<file path="src/rtl/jump_redirect_if.sv">
// Handshake bundle between pre-decode, EXU/CSR resolution and the IFU PC register.
// Master drives instructions and resolutions; slave is the redirect controller.
interface jump_redirect_if #(
    parameter int XLEN = 32
);
    logic            in_valid;
    logic            in_ready;
    logic [XLEN-1:0] in_pc;
    logic [31:0]     in_inst;
    logic [11:0]     in_class;
    logic            in_not_jump;
    logic            res_valid;
    logic            res_ready;
    logic            res_taken;
    logic [XLEN-1:0] res_target;
    logic            redir_valid;
    logic [XLEN-1:0] redir_pc;
    logic            fetch_hold;
    logic [31:0]     stall_cnt;

    modport master (
        output in_valid, in_pc, in_inst, in_class, in_not_jump,
        output res_valid, res_taken, res_target,
        input  in_ready, res_ready, redir_valid, redir_pc,
        input  fetch_hold, stall_cnt
    );

    modport slave (
        input  in_valid, in_pc, in_inst, in_class, in_not_jump,
        input  res_valid, res_taken, res_target,
        output in_ready, res_ready, redir_valid, redir_pc,
        output fetch_hold, stall_cnt
    );
endinterface

</file>
<file path="src/rtl/jump_redirect.sv">
// Jump-class consumer: holds fetch, waits for resolution, pulses a PC redirect.
// STATIC_PRED_EN: predict backward branches taken with an early redirect.
module jump_redirect #(
    parameter int              XLEN     = 32,
    parameter logic [XLEN-1:0] RESET_PC = 32'h8000_0000
) (
    input logic            clk,
    input logic            rst,
    jump_redirect_if.slave bus
);
`ifdef STATIC_PRED_EN
    typedef enum logic [2:0] {
        IDLE, JAL_REDIR, WAIT_RES, REDIR, PRED
    } state_t;
`else
    typedef enum logic [1:0] {
        IDLE, JAL_REDIR, WAIT_RES, REDIR
    } state_t;
`endif

    state_t          state_q, state_d;
    logic [XLEN-1:0] pc_q, pc_d;
    logic [XLEN-1:0] redir_pc_q, redir_pc_d;
    logic [XLEN-1:0] tgt;
    logic            br_q, br_d;
    logic            pred_q, pred_d;
    logic [31:0]     stall_q;

    logic            cls_onehot;
    logic            is_jal, is_br, is_res;
    logic [XLEN-1:0] jimm;
    logic [XLEN-1:0] pc_plus4;
    logic            unused_inst;

    assign cls_onehot = (bus.in_class != 12'd0) &&
                        ((bus.in_class & (bus.in_class - 12'd1)) == 12'd0);
    assign is_jal = bus.in_class[3];
    assign is_br  = |bus.in_class[10:5];
    assign is_res = bus.in_class[4] | bus.in_class[2] | bus.in_class[1];

    assign jimm = {{(XLEN-20){bus.in_inst[31]}}, bus.in_inst[19:12],
                   bus.in_inst[20], bus.in_inst[30:21], 1'b0};
    assign pc_plus4 = pc_q + {{(XLEN-3){1'b0}}, 3'd4};
    assign unused_inst = &{1'b0, bus.in_inst[11:0]};

`ifdef STATIC_PRED_EN
    logic [XLEN-1:0] bimm;
    assign bimm = {{(XLEN-12){bus.in_inst[31]}}, bus.in_inst[7],
                   bus.in_inst[30:25], bus.in_inst[11:8], 1'b0};
`endif

    always_ff @(posedge clk) begin
        if (rst) begin
            state_q    <= IDLE;
            pc_q       <= '0;
            redir_pc_q <= RESET_PC;
            br_q       <= 1'b0;
            pred_q     <= 1'b0;
        end else begin
            state_q    <= state_d;
            pc_q       <= pc_d;
            redir_pc_q <= redir_pc_d;
            br_q       <= br_d;
            pred_q     <= pred_d;
        end
    end

    always_comb begin
        state_d = state_q;
        pc_d    = pc_q;
        br_d    = br_q;
        pred_d  = pred_q;
        tgt     = redir_pc_q;
        case (state_q)
            IDLE: begin
                if (bus.in_valid && !bus.in_not_jump && cls_onehot) begin
                    pc_d   = bus.in_pc;
                    br_d   = is_br;
                    pred_d = 1'b0;
                    if (is_jal) begin
                        tgt     = bus.in_pc + jimm;
                        state_d = JAL_REDIR;
                    end else if (is_br || is_res) begin
                        state_d = WAIT_RES;
`ifdef STATIC_PRED_EN
                        if (is_br && bus.in_inst[31]) begin
                            tgt     = bus.in_pc + bimm;
                            pred_d  = 1'b1;
                            state_d = PRED;
                        end
`endif
                    end
                end
            end
            WAIT_RES: begin
                if (bus.res_valid) begin
                    state_d = REDIR;
                    if (!br_q) begin
                        tgt = bus.res_target;
                    end else if (bus.res_taken) begin
                        // a correctly predicted branch already redirected fetch
                        if (pred_q) state_d = IDLE;
                        else        tgt = bus.res_target;
                    end else begin
                        tgt = pc_plus4;
                    end
                end
            end
`ifdef STATIC_PRED_EN
            PRED:      state_d = WAIT_RES;
`endif
            JAL_REDIR: state_d = IDLE;
            REDIR:     state_d = IDLE;
            default:   state_d = IDLE;
        endcase
        redir_pc_d = {tgt[XLEN-1:1], 1'b0};
    end

    always_ff @(posedge clk) begin
        if (rst)
            stall_q <= '0;
        else if (bus.fetch_hold && stall_q != 32'hFFFF_FFFF)
            stall_q <= stall_q + 32'd1;
    end

    assign bus.in_ready    = (state_q == IDLE);
    assign bus.res_ready   = (state_q == WAIT_RES);
`ifdef STATIC_PRED_EN
    assign bus.redir_valid = (state_q == JAL_REDIR) || (state_q == REDIR) ||
                             (state_q == PRED);
`else
    assign bus.redir_valid = (state_q == JAL_REDIR) || (state_q == REDIR);
`endif
    assign bus.fetch_hold  = (state_q == JAL_REDIR) || (state_q == REDIR) ||
                             ((state_q == WAIT_RES) && !pred_q);
    assign bus.redir_pc    = redir_pc_q;
    assign bus.stall_cnt   = stall_q;
endmodule

</file>
<file path="src/flat_wrapper.sv">
// flat-port wrapper written by rule: the top's interface ports become plain ports
module jump_redirect_flat 
#(
    parameter int              XLEN     = 32,
    parameter logic [XLEN-1:0] RESET_PC = 32'h8000_0000
)
  (clk, rst, bus_in_valid, bus_in_pc, bus_in_inst, bus_in_class, bus_in_not_jump, bus_res_valid, bus_res_taken, bus_res_target, bus_in_ready, bus_res_ready, bus_redir_valid, bus_redir_pc, bus_fetch_hold, bus_stall_cnt);
  jump_redirect_if #(.XLEN(XLEN)) bus_i ();
  input logic clk;
  input logic rst;
  input wire logic [$bits(bus_i.in_valid)-1:0] bus_in_valid;
  input wire logic [$bits(bus_i.in_pc)-1:0] bus_in_pc;
  input wire logic [$bits(bus_i.in_inst)-1:0] bus_in_inst;
  input wire logic [$bits(bus_i.in_class)-1:0] bus_in_class;
  input wire logic [$bits(bus_i.in_not_jump)-1:0] bus_in_not_jump;
  input wire logic [$bits(bus_i.res_valid)-1:0] bus_res_valid;
  input wire logic [$bits(bus_i.res_taken)-1:0] bus_res_taken;
  input wire logic [$bits(bus_i.res_target)-1:0] bus_res_target;
  output wire logic [$bits(bus_i.in_ready)-1:0] bus_in_ready;
  output wire logic [$bits(bus_i.res_ready)-1:0] bus_res_ready;
  output wire logic [$bits(bus_i.redir_valid)-1:0] bus_redir_valid;
  output wire logic [$bits(bus_i.redir_pc)-1:0] bus_redir_pc;
  output wire logic [$bits(bus_i.fetch_hold)-1:0] bus_fetch_hold;
  output wire logic [$bits(bus_i.stall_cnt)-1:0] bus_stall_cnt;
  assign bus_i.in_valid = bus_in_valid;
  assign bus_i.in_pc = bus_in_pc;
  assign bus_i.in_inst = bus_in_inst;
  assign bus_i.in_class = bus_in_class;
  assign bus_i.in_not_jump = bus_in_not_jump;
  assign bus_i.res_valid = bus_res_valid;
  assign bus_i.res_taken = bus_res_taken;
  assign bus_i.res_target = bus_res_target;
  assign bus_in_ready = bus_i.in_ready;
  assign bus_res_ready = bus_i.res_ready;
  assign bus_redir_valid = bus_i.redir_valid;
  assign bus_redir_pc = bus_i.redir_pc;
  assign bus_fetch_hold = bus_i.fetch_hold;
  assign bus_stall_cnt = bus_i.stall_cnt;
  jump_redirect #(.XLEN(XLEN), .RESET_PC(RESET_PC)) u_core (.clk(clk), .rst(rst), .bus(bus_i));
endmodule
</file>
<file path="config.mk">
export PLATFORM = sky130hd
export DESIGN_NAME = jump_redirect_flat
export DESIGN_NICKNAME = d
export VERILOG_FILES = /design/src/rtl/jump_redirect_if.sv /design/src/rtl/jump_redirect.sv /design/src/flat_wrapper.sv
export SDC_FILE = /design/constraint.sdc
export NUM_CORES = 1
export LEC_CHECK = 0
export BUFFER_PORTS_ARGS = -buffer_cell sky130_fd_sc_hd__buf_2
export CORE_MARGIN = 2
export CORE_UTILIZATION = 35
export CTS_BUF_LIST = sky130_fd_sc_hd__clkbuf_4
export CTS_CLUSTER_SIZE = 16
export DETAILED_ROUTE_END_ITERATION = 10
export PLACE_DENSITY = 0.6
export SLEW_MARGIN = 30
export SYNTH_ARGS = -nofsm -noshare
export SYNTH_HDL_FRONTEND = slang
export SYNTH_SLANG_ARGS = --single-unit
</file>
<file path="constraint.sdc">
create_clock -name clk -period 8 [get_ports clk]
set_clock_uncertainty 0.1 [all_clocks]
set_input_delay 1.2 -clock clk [delete_from_list [all_inputs] [get_ports clk]]
set_output_delay 1.2 -clock clk [all_outputs]
set_load 0.05 [all_outputs]
</file>
==> results of run 1 <==
## path summary, 6_finish.rpt
check                                                  from                                   end  depth (start not counted)  slack, ns
worst max-delay path                        bus_in_inst[21]  u_core.bus.redir_pc[27]$_SDFFE_PP0P_                         12       3.89
worst min-delay path            u_core.pc_q[1]$_SDFFE_PP0P_           u_core.pc_q[1]$_SDFFE_PP0P_                          2       0.37
worst max register to register  u_core.pc_q[2]$_SDFFE_PP0P_  u_core.bus.redir_pc[30]$_SDFFE_PP0P_                          9       5.36
worst min register to register  u_core.pc_q[1]$_SDFFE_PP0P_           u_core.pc_q[1]$_SDFFE_PP0P_                          2       0.37
## synth_stat cells (2+ instances only)
| cell type | n | share of area [%] |
|---|---|---|
| a311oi_1 | 2 | 0.28 |
| dfxtp_1 | 97 | 31 |
| nor2_1 | 99 | 5.9 |
| and4_1 | 11 | 1.5 |
| buf_2 | 8 | 0.63 |
| xnor2_1 | 35 | 4.8 |
| nor2b_1 | 7 | 0.69 |
| a21oi_1 | 112 | 8.9 |
| a211oi_1 | 7 | 0.83 |
| nand3_1 | 27 | 2.1 |
| o21ai_1 | 3 | 0.24 |
| nor3_1 | 8 | 0.63 |
| nand4_1 | 19 | 1.9 |
| o31ai_1 | 3 | 0.36 |
| ha_1 | 32 | 6.3 |
| o22ai_1 | 19 | 1.9 |
| mux2i_1 | 5 | 0.79 |
| or3_1 | 6 | 0.59 |
| a311o_1 | 2 | 0.32 |
| nand2b_1 | 8 | 0.79 |
| nand3b_1 | 3 | 0.36 |
| inv_1 | 15 | 0.89 |
| o21ai_0 | 26 | 2.1 |
| o21bai_1 | 4 | 0.47 |
| clkbuf_1 | 37 | 2.2 |
| nor4b_1 | 2 | 0.28 |
| nand2_1 | 111 | 6.6 |
| a221oi_1 | 7 | 0.97 |
| a211o_1 | 2 | 0.28 |
| a21boi_0 | 2 | 0.24 |
| a31oi_1 | 11 | 1.1 |
| a2111oi_0 | 2 | 0.28 |
| o211ai_1 | 2 | 0.24 |
| xor2_1 | 49 | 6.8 |
| and3_1 | 10 | 0.99 |
| and2_1 | 4 | 0.40 |
| nor4_1 | 5 | 0.49 |
| o21a_1 | 2 | 0.24 |
| a21o_1 | 16 | 1.9 |
## power by group through the flow
| stage | combinational [mW] | sequential (mW) | clock, mW |
|---|---|---|---|
| finish | 0.192 | 0.484 | 0.286 |
| CTS | 0.191 | 0.484 | 0.298 |
| global route | 0.213 | 0.484 | 0.315 |
| floorplan | 0.128 | 0.494 | 0 |
| detailed placement | 0.190 | 0.494 | 0 |
| global placement | 0.190 | 0.494 | 0 |
## kinds of logic (layout without fill, tap and decap cells)
group           Yosys count  count (layout)
xor+xnor                 84              84
other cells               1               4
buf+inv                  62             200
compound gates          230             230
simple gates            326             326
fa+ha+maj                34              34
flops                    97              97
mux                       5               5
## area by class of cell
cell class                 count  area, um^2  area share (%)
inverter                      15       56.30          0.7545
clock buffer                   9       67.56          0.9054
antenna                        3       7.507          0.1006
tap                          229       286.5           3.840
multi-input combinational    680        4161           55.77
timing repair buffer         169       859.6           11.52
clock inverter                 7       81.33           1.090
sequential                    97        1942           26.02
## through the flow
| stage | hold slack (ns) | setup slack [ns] |
|---|---|---|
| after detailed placement | 0.3514 | 3.391 |
| after global routing | 0.3803 | 3.680 |
| after global placement | 0.3387 | 3.373 |
| final | 0.3710 | 3.889 |
| after floorplan | 0.3321 | 4.234 |
| after CTS | 0.3743 | 3.951 |
## layer usage
metal	track usage (%)	share of wire, %	vias up
met4	7.089	2.8	0
met2	30.95	44	158
met5	0	0	-
li1	-	-	3238
met1	27.47	49	2937
met3	3.395	4.3	33
## worst register-to-register path: stages (launching register included)
cell and delay (ns):
dfxtp_1 0.44, ha_1 0.21, nand3_1 0.18, nor2_1 0.39
nand4_1 0.42, nor2_1 0.26, xnor2_1 0.14, a21oi_1 0.08
nor3_1 0.20, o22ai_1 0.09
## flip-flops by register name, indices dropped and copies added, names as in the netlist
| register | flops |
|---|---|
| u_core.br_q | 1 |
| u_core.bus.redir_pc | 31 |
| u_core.bus.stall_cnt | 32 |
| u_core.pc_q | 31 |
| u_core.state_q | 2 |
==> flow_summary.yaml, run 1 <==
status:
  outcome: "complete, no violations"
die:
  die_h_um: 138.5
  rows: 49
  initial_util_pct: 35.49
  core_area_mm2: 0.01784
  die_w_um: 138.5
  floorplan.die_area_mm2: 0.01918
  pin_count: 182
timing:
  maximum_clock_rate_mhz: 243.3
  slew_headroom_pct: 42.98
  report.final.setup_viol: 0
  number_of_hold_violations_in_the_final_report: 0
  final-max-slew-violation-count: 0
  rsz0062_at_grt: "no"
  accumulated_negative_setup_slack_ns: 0
  timing.final.crit_period_ns: 4.111
  fin_crit_sh_pct: 51.39
  worstMarginPinSlew_ns: 0.8533
cts:
  skew_pair_late_insertion_delay_ns: 0.51
  clk_transition_reported_paths_ns: 0.18
  clock_tree_from_tritoncts: "done"
  cts.hold.buffers_added: 0
  cts_buffers: 9
  numClockSinks: 97
  cts.path.max_buffers: 2
  cts-resized-gates: 0
  root_buffer: "clkbuf_4"
  post-cts-setup-buffer-count: 0
  htree_num_levels: 3
global_route:
  grt_remaining_overflow: 0
  globalRouteTotalUtil_pct: 19.78
  grt_pass1_wl_um: 30620
  grt_pass1_vias: 5868
  grt_start_max_net_pins: 100
  grt_antenna_before_repair: 3
hold_path:
  worst_hold_path_type: "reg2reg"
cells_and_area:
  leading_cell_types_in_the_layout_fill_and_taps_excluded: "165 x buf_2, 112 x a21oi_1, 110 x nand2_1"
  layout_fillers: 1915
  finalInstanceArea_mm2: 0.007462
  layout-area-overhead-vs-synth_pct: 17.84
  mostFrequentLayoutCell: "buf_2"
  fin_util_pct: 41.83
  drive_above_1_share_pct: 20.37
  finish.net_count: 1119
  finalNonFillerCells: 1209
place:
  dpl.hpwl_um: 14300
  placed_cell_area_mm2: 0.007301
  gp_routability_congestion: 0.8374
  placement.io_buffers: 166
  place.detailed.instances: 1190
logic_synthesis:
  synth-adder-area-share_pct: 6.797
  synth.net_count: 986
  ys.warnings.count: 0
  synth_compound_area_share_pct: 21.73
  synth.lib_cells_used.distinct: 58
  post_synth_simple_gate_area_pct: 24.44
  yosys.area_share.xor_xnor_pct: 11.62
  synth-async-reset-ratio_pct: 0
  seq_area_frac_synth_pct: 30.67
  post_synth_instance_area_mm2: 0.006332
  yosys-mux-area-fraction_pct: 0.7904
  dominantRegCellSynth: "dfxtp_1"
  synth_top_family_by_area: "simple AND/OR/NAND/NOR gates"
  ys_seq_elements: 97
  post_synth.cell_area_avg_um2: 7.547
  synth_enable_flop_cells: 0
  cell_count_after_synthesis: 839
power:
  seq_power_share_pct: 50.3
  p_int_mw: 0.6415
  p_sw_share_pct: 33.36
  power.clock.fraction_pct: 29.8
  fin_total_pwr_mw: 0.9627
  switching_power_mw: 0.3212
  cellPowerDensity_mw_per_mm2: 129.0
  ir_worst_vdd_mv: 0.05728
  power.leakage_nw: 3.036
  power.combinational.fraction_pct: 20.0
critical_path:
  crit_path_max_incr_delay_ns: 0.69
  worst-endpoint-arrival_ns: 4.39
  crit_path_max_fanout: 3
  worstPathRequired_ns: 8.28
  worstSetupEndpointType: "flop"
  cp_slowest_cell: "a2111oi_0"
  critical_path_buf_inv_count: 1
  crit_type: "in2reg"
  cp_top_family: "compound AO/OA/AOI/OAI gates"
  crit_path_cell_trace: "buf_2, ha_1, fa_1, a21oi_1, o21ai_1, a2111oi_0, o31ai_1, o31a_1, a221oi_2, o21ai_0, xnor2_1, o22ai_1"
  critical_path.startpoint_type: "primary input"
detailed_routing:
  vias_per_cell: 5.266
  vias: 6366
  drt_wirelength_um: 19360
  drt-initial-drc-count: 304
  wl_per_cell_um: 16.01
  drt_pass1_iterations: 5
  remaining_number_of_nets_flagged_by_the_antenna_check_after_routing: 0
  drcViolationCount: 0
run:
  drv.max_cap_violation_count: 0
(Power assumes the default switching activity.)
==> inputs of run 2 (changes only) <==
==> constraint.sdc (replaced) <==
create_clock -name clk -period 3.9 [get_ports clk]
set_clock_uncertainty 0.1 [all_clocks]
set_input_delay 0.585 -clock clk [delete_from_list [all_inputs] [get_ports clk]]
set_output_delay 0.585 -clock clk [all_outputs]
set_load 0.05 [all_outputs]
==> flow_summary.yaml, run 2 (synthesis gave the netlist of run 1 again) <==
cts:
  root_buffer: "clkbuf_4"
  htree_num_levels: 3
  numClockSinks: 97
  cts.path.max_buffers: 2
  cts_buffers: 9
  skew_pair_late_insertion_delay_ns: 0.48
  clock_tree_from_tritoncts: "done"
  clk_transition_reported_paths_ns: 0.18
  cts-resized-gates: 0
  cts.hold.buffers_added: 0
  post-cts-setup-buffer-count: 0
cells_and_area:
  leading_cell_types_in_the_layout_fill_and_taps_excluded: "165 x buf_2, 112 x a21oi_1, 110 x nand2_1"
  drive_above_1_share_pct: 20.85
  layout-area-overhead-vs-synth_pct: 18.04
  finish.net_count: 1125
  layout_fillers: 1901
  finalInstanceArea_mm2: 0.007475
  largest_reg_flops: 32
  mostFrequentLayoutCell: "buf_2"
power:
  cellPowerDensity_mw_per_mm2: 259.7
  fin_total_pwr_mw: 1.941
  power.leakage_nw: 3.055
  ir_worst_vdd_mv: 0.1626
hold_path:
  min_delay_path_depth: 3
  hold_path.startpoint: "bus_in_pc[30]"
  worst_hold_path_type: "in2reg"
timing:
  worstMarginPinSlew_ns: 0.8411
  report.final.setup_viol: 0
  accumulated_negative_setup_slack_ns: 0
  timing.final.crit_period_ns: 3.210
  maximum_clock_rate_mhz: 311.5
  final-max-slew-violation-count: 0
  fin_crit_sh_pct: 82.32
  number_of_hold_violations_in_the_final_report: 0
  rsz0062_at_grt: "no"
  slew_headroom_pct: 43.93
die:
  core_area_mm2: 0.01784
  die_w_um: 138.5
  pin_count: 182
  rows: 49
  die_h_um: 138.5
  initial_util_pct: 35.49
  floorplan.die_area_mm2: 0.01918
global_route:
  globalRouteTotalUtil_pct: 19.81
  grt_start_max_net_pins: 76
  grt_antenna_before_repair: 2
  grt_remaining_overflow: 0
  grt_pass1_vias: 5882
  grt_pass1_wl_um: 30670
critical_path:
  critical_path_buf_inv_count: 3
  critical_path_cell_count: 13
  crit_path_frequent_cell: "buf_4"
  crit_type: "in2reg"
  worstSetupEndpointType: "flop"
  crit_path_max_incr_delay_ns: 0.44
  crit_path_cell_trace: "buf_2, ha_1, fa_1, a21oi_1, o21ai_1, a2111oi_0, buf_4, o31ai_1, o31a_1, a221oi_2, buf_4, xor2_1, o22ai_1"
  cp_slowest_cell: "a2111oi_0"
  worst-endpoint-arrival_ns: 3.48
  cp-startpoint: "bus_in_inst[21]"
  crit_path_max_fanout: 3
  timing.rr.start: "u_core.pc_q[2]$_SDFFE_PP0P_"
  worstPathRequired_ns: 4.17
  cp_top_family: "compound AO/OA/AOI/OAI gates"
  critical_path.startpoint_type: "primary input"
  worst-r2r-cell-count: 9
detailed_routing:
  drcViolationCount: 0
  remaining_number_of_nets_flagged_by_the_antenna_check_after_routing: 0
  vias: 6278
  drt_pass1_iterations: 5
  vias_per_cell: 5.171
  drt_wirelength_um: 19340
  drt-initial-drc-count: 430
  wl_per_cell_um: 15.93
place:
  placement.io_buffers: 166
  placed_cell_area_mm2: 0.007337
  dpl.hpwl_um: 14640
  gp_routability_congestion: 0.9095
run:
  drv.max_cap_violation_count: 0
status:
  outcome: "complete, no violations"
## run 2: cell types whose count changed in the layout (fill, tap and decap cells not counted)
| cell | change |
|---|---|
| clkinv_2 | +1 |
| buf_6 | -1 |
| nor2_4 | -1 |
| inv_6 | +2 |
| diode_2 | -1 |
| nor2_2 | +1 |
| clkinv_8 | -2 |
| buf_4 | +7 |
| inv_8 | -1 |
## run 2: tightest hold or removal path, cell delays in order
cell and delay (ns):
buf_2 0.11, nand2_1 0.05, a21oi_1 0.05
## run 2: routing by layer
metal	vias to the layer above	global-route usage (%)	routed length (um)
met5	-	0	0
met4	0	6.928	413
met3	20	3.325	1005
met2	175	31.55	8740
met1	2834	27.19	9183
li1	3249	-	-
## run 2: through the flow
step	hold WS [ns]	cells	util (%)	setup WS, ns
6_report	0.2275	1214	41.90	0.6896
5_1_grt	0.2069	1214	41.90	0.5488
4_1_cts	0.2031	1212	41.84	0.7395
2_1_floorplan	0.3321	839	-	0.7494
3_5_place_dp	0.3466	1196	41.12	0.2055
3_3_place_gp	0.3378	1196	41.11	0.1864
## run 2: worst paths after layout
path | endpoint | slack (ns)
worst min-delay path | u_core.pc_q[30]$_SDFFE_PP0P_ | 0.23
worst max register to register | u_core.bus.redir_pc[30]$_SDFFE_PP0P_ | 1.17
worst max-delay path | u_core.bus.redir_pc[23]$_SDFFE_PP0P_ | 0.69
worst min register to register | u_core.bus.redir_pc[18]$_SDFFE_PP0P_ | 0.37
## run 2: final cells by class
type / instances / area, um^2 / share of cell area, %
multi-input combinational: 680 / 4156 / 55.61
sequential: 97 / 1942 / 25.98
timing repair buffer: 175 / 900.9 / 12.05
tap: 229 / 286.5 / 3.833
clock buffer: 9 / 67.56 / 0.9039
clock inverter: 7 / 60.06 / 0.8035
inverter: 15 / 56.30 / 0.7533
antenna: 2 / 5.005 / 0.06696
## run 2: power by group
| part | internal [mW] | switching, mW |
|---|---|---|
| clock | 0.144 | 0.406 |
| sequential | 0.992 | 0.0000905 |
| combinational | 0.175 | 0.224 |
==> inputs of run 3 (changes only) <==
--- a/config.mk
+++ b/config.mk
@@ -11,7 +11,7 @@
 export CTS_BUF_LIST = sky130_fd_sc_hd__clkbuf_4
 export CTS_CLUSTER_SIZE = 16
 export DETAILED_ROUTE_END_ITERATION = 10
-export PLACE_DENSITY = 0.6
+export PLACE_DENSITY = 0.62
 export SLEW_MARGIN = 30
 export SYNTH_ARGS = -nofsm -noshare
 export SYNTH_HDL_FRONTEND = slang
==> constraint.sdc (replaced) <==
create_clock -name clk -period 2.9 [get_ports clk]
set_clock_uncertainty 0.1 [all_clocks]
set_input_delay 0.435 -clock clk [delete_from_list [all_inputs] [get_ports clk]]
set_output_delay 0.435 -clock clk [all_outputs]
set_load 0.05 [all_outputs]
==> flow_summary.yaml, run 3 (synthesis gave the netlist of run 1 again) <==
status:
  outcome: "complete, no violations"
critical_path:
  critical_path.startpoint_type: "primary input"
  crit_path_max_fanout: 3
  register_to_register_setup_slack_ns: 0.37
  crit_type: "in2reg"
  crit_path_cell_trace: "buf_2, ha_1, fa_2, a21oi_2, o21ai_1, a2111oi_4, o31ai_1, o31a_1, a221oi_2, buf_4, xor2_1, o22ai_1"
  cp_slowest_cell: "fa_2"
  worst-endpoint-arrival_ns: 3.06
  cp_top_family: "compound AO/OA/AOI/OAI gates"
  worstSetupEndpointType: "flop"
  critical_path_buf_inv_count: 2
  worstPathRequired_ns: 3.22
  crit_path_max_incr_delay_ns: 0.37
die:
  rows: 49
  floorplan.die_area_mm2: 0.01918
  die_h_um: 138.5
  core_area_mm2: 0.01784
  pin_count: 182
  die_w_um: 138.5
  initial_util_pct: 35.49
power:
  power.clock.fraction_pct: 28.4
  p_sw_share_pct: 33.06
  p_int_mw: 1.826
  power.combinational.fraction_pct: 22.7
  cellPowerDensity_mw_per_mm2: 343.7
  fin_total_pwr_mw: 2.729
  seq_power_share_pct: 48.9
  power.leakage_nw: 3.327
  switching_power_mw: 0.9021
  ir_worst_vdd_mv: 0.1753
timing:
  accumulated_negative_setup_slack_ns: 0
  number_of_hold_violations_in_the_final_report: 0
  fin_crit_sh_pct: 94.73
  finalWorstSetupSlack_ns: 0.1529
  maximum_clock_rate_mhz: 364.0
  worstMarginPinSlew_ns: 0.7553
  rsz0062_at_grt: "no"
  report.final.setup_viol: 0
  final-max-slew-violation-count: 0
  slew_headroom_pct: 49.52
  timing.final.crit_period_ns: 2.747
global_route:
  grt_remaining_overflow: 0
  grt_pass1_vias: 6239
  grt_start_max_net_pins: 49
  globalRouteTotalUtil_pct: 20.57
  grt_antenna_before_repair: 1
  grt_pass1_wl_um: 31820
cells_and_area:
  finish.net_count: 1180
  finalNonFillerCells: 1268
  mostFrequentLayoutCell: "buf_2"
  area_of_the_multi_input_gates_mm2: 0.004177
  leading_cell_types_in_the_layout_fill_and_taps_excluded: "166 x buf_2, 111 x nand2_1, 111 x a21oi_1"
  drive_above_1_share_pct: 25.14
  layout_fillers: 1864
  finalInstanceArea_mm2: 0.007939
  largest_reg_flops: 32
  ff_latch_area_mm2: 0.001942
  layout-area-overhead-vs-synth_pct: 25.37
place:
  place.detailed.instances: 1251
  gp_routability_congestion: 0.9133
  dpl.hpwl_um: 15570
  post-place-ws_ns: -0.4708
  placement.io_buffers: 166
  placed_cell_area_mm2: 0.007777
detailed_routing:
  drt_pass1_iterations: 5
  remaining_number_of_nets_flagged_by_the_antenna_check_after_routing: 0
  vias_per_cell: 5.186
  drcViolationCount: 0
  drt-initial-drc-count: 371
  drt_wirelength_um: 20140
  vias: 6576
  wl_per_cell_um: 15.89
cts:
  htree_num_levels: 3
  skew_pair_late_insertion_delay_ns: 0.52
  post-cts-setup-buffer-count: 0
  cts.path.max_buffers: 2
  clock_tree_from_tritoncts: "done"
  root_buffer: "clkbuf_4"
  clk_transition_reported_paths_ns: 0.18
  cts_buffers: 9
  numClockSinks: 97
hold_path:
  worst_hold_path_type: "in2reg"
run:
  drv.max_cap_violation_count: 0
[run 3: layer usage]
metal	part of all wire, %	GRT usage [%]	vias up
li1	-	-	3349
met1	47	27.81	3033
met2	46	33.82	165
met3	5.1	3.429	29
met4	2.0	6.122	0
met5	0	0	-
[run 3: repair_timing]
item,4_1_cts,5_1_grt
hold endpoints to repair,0,0
endpoints found under the setup margin,0,3
gates resized for setup,0,2
hold buffers,0,0
[run 3: path summary, 6_finish.rpt]
check                                            start                                     to  cells after the start
setup / recovery                       bus_in_inst[21]   u_core.bus.redir_pc[23]$_SDFFE_PP0P_                     12
hold reg to reg         u_core.state_q[0]$_SDFFE_PP0P_         u_core.state_q[1]$_SDFFE_PP0P_                      1
setup reg to reg  u_core.bus.stall_cnt[1]$_SDFFE_PP0P_  u_core.bus.stall_cnt[27]$_SDFFE_PP0P_                     10
hold / removal                           bus_in_pc[16]           u_core.pc_q[16]$_SDFFE_PP0P_                      3
[run 3: worst min-delay path, delay by kind of cell]
family	cells	cell delay (ns)
buffers and inverters	1	0.11
AOI/OAI and AO/OA	1	0.05
and+or+nand+nor	1	0.05
[run 3: cell type report]
class | instances | area share, %
diodes | 1 | 0.03152
clock buffers | 9 | 0.8511
clock inverters | 7 | 0.8983
inverters | 15 | 0.7092
multi-input cells | 680 | 52.61
flip-flops and latches | 97 | 24.46
well taps | 229 | 3.609
repair buffers | 230 | 16.83
[run 3: power groups by stage]
| stage | registers, mW | clock network, mW | logic, mW |
|---|---|---|---|
| 6_report | 1.33 | 0.775 | 0.619 |
| 5_1_grt | 1.34 | 0.854 | 0.675 |
| 2_1_floorplan | 1.36 | 0 | 0.355 |
| 3_5_place_dp | 1.36 | 0 | 0.604 |
| 4_1_cts | 1.33 | 0.797 | 0.607 |
| 3_3_place_gp | 1.36 | 0 | 0.603 |
[run 3: per-stage QoR]
stage / hold WS [ns] / utilization (%)
finish: 0.05636 / 44.50
global route: 0.03726 / 44.50
CTS: 0.02591 / 44.37
detailed placement: 0.3580 / 43.59
global placement: 0.3392 / 43.59
floorplan: 0.3321 / -
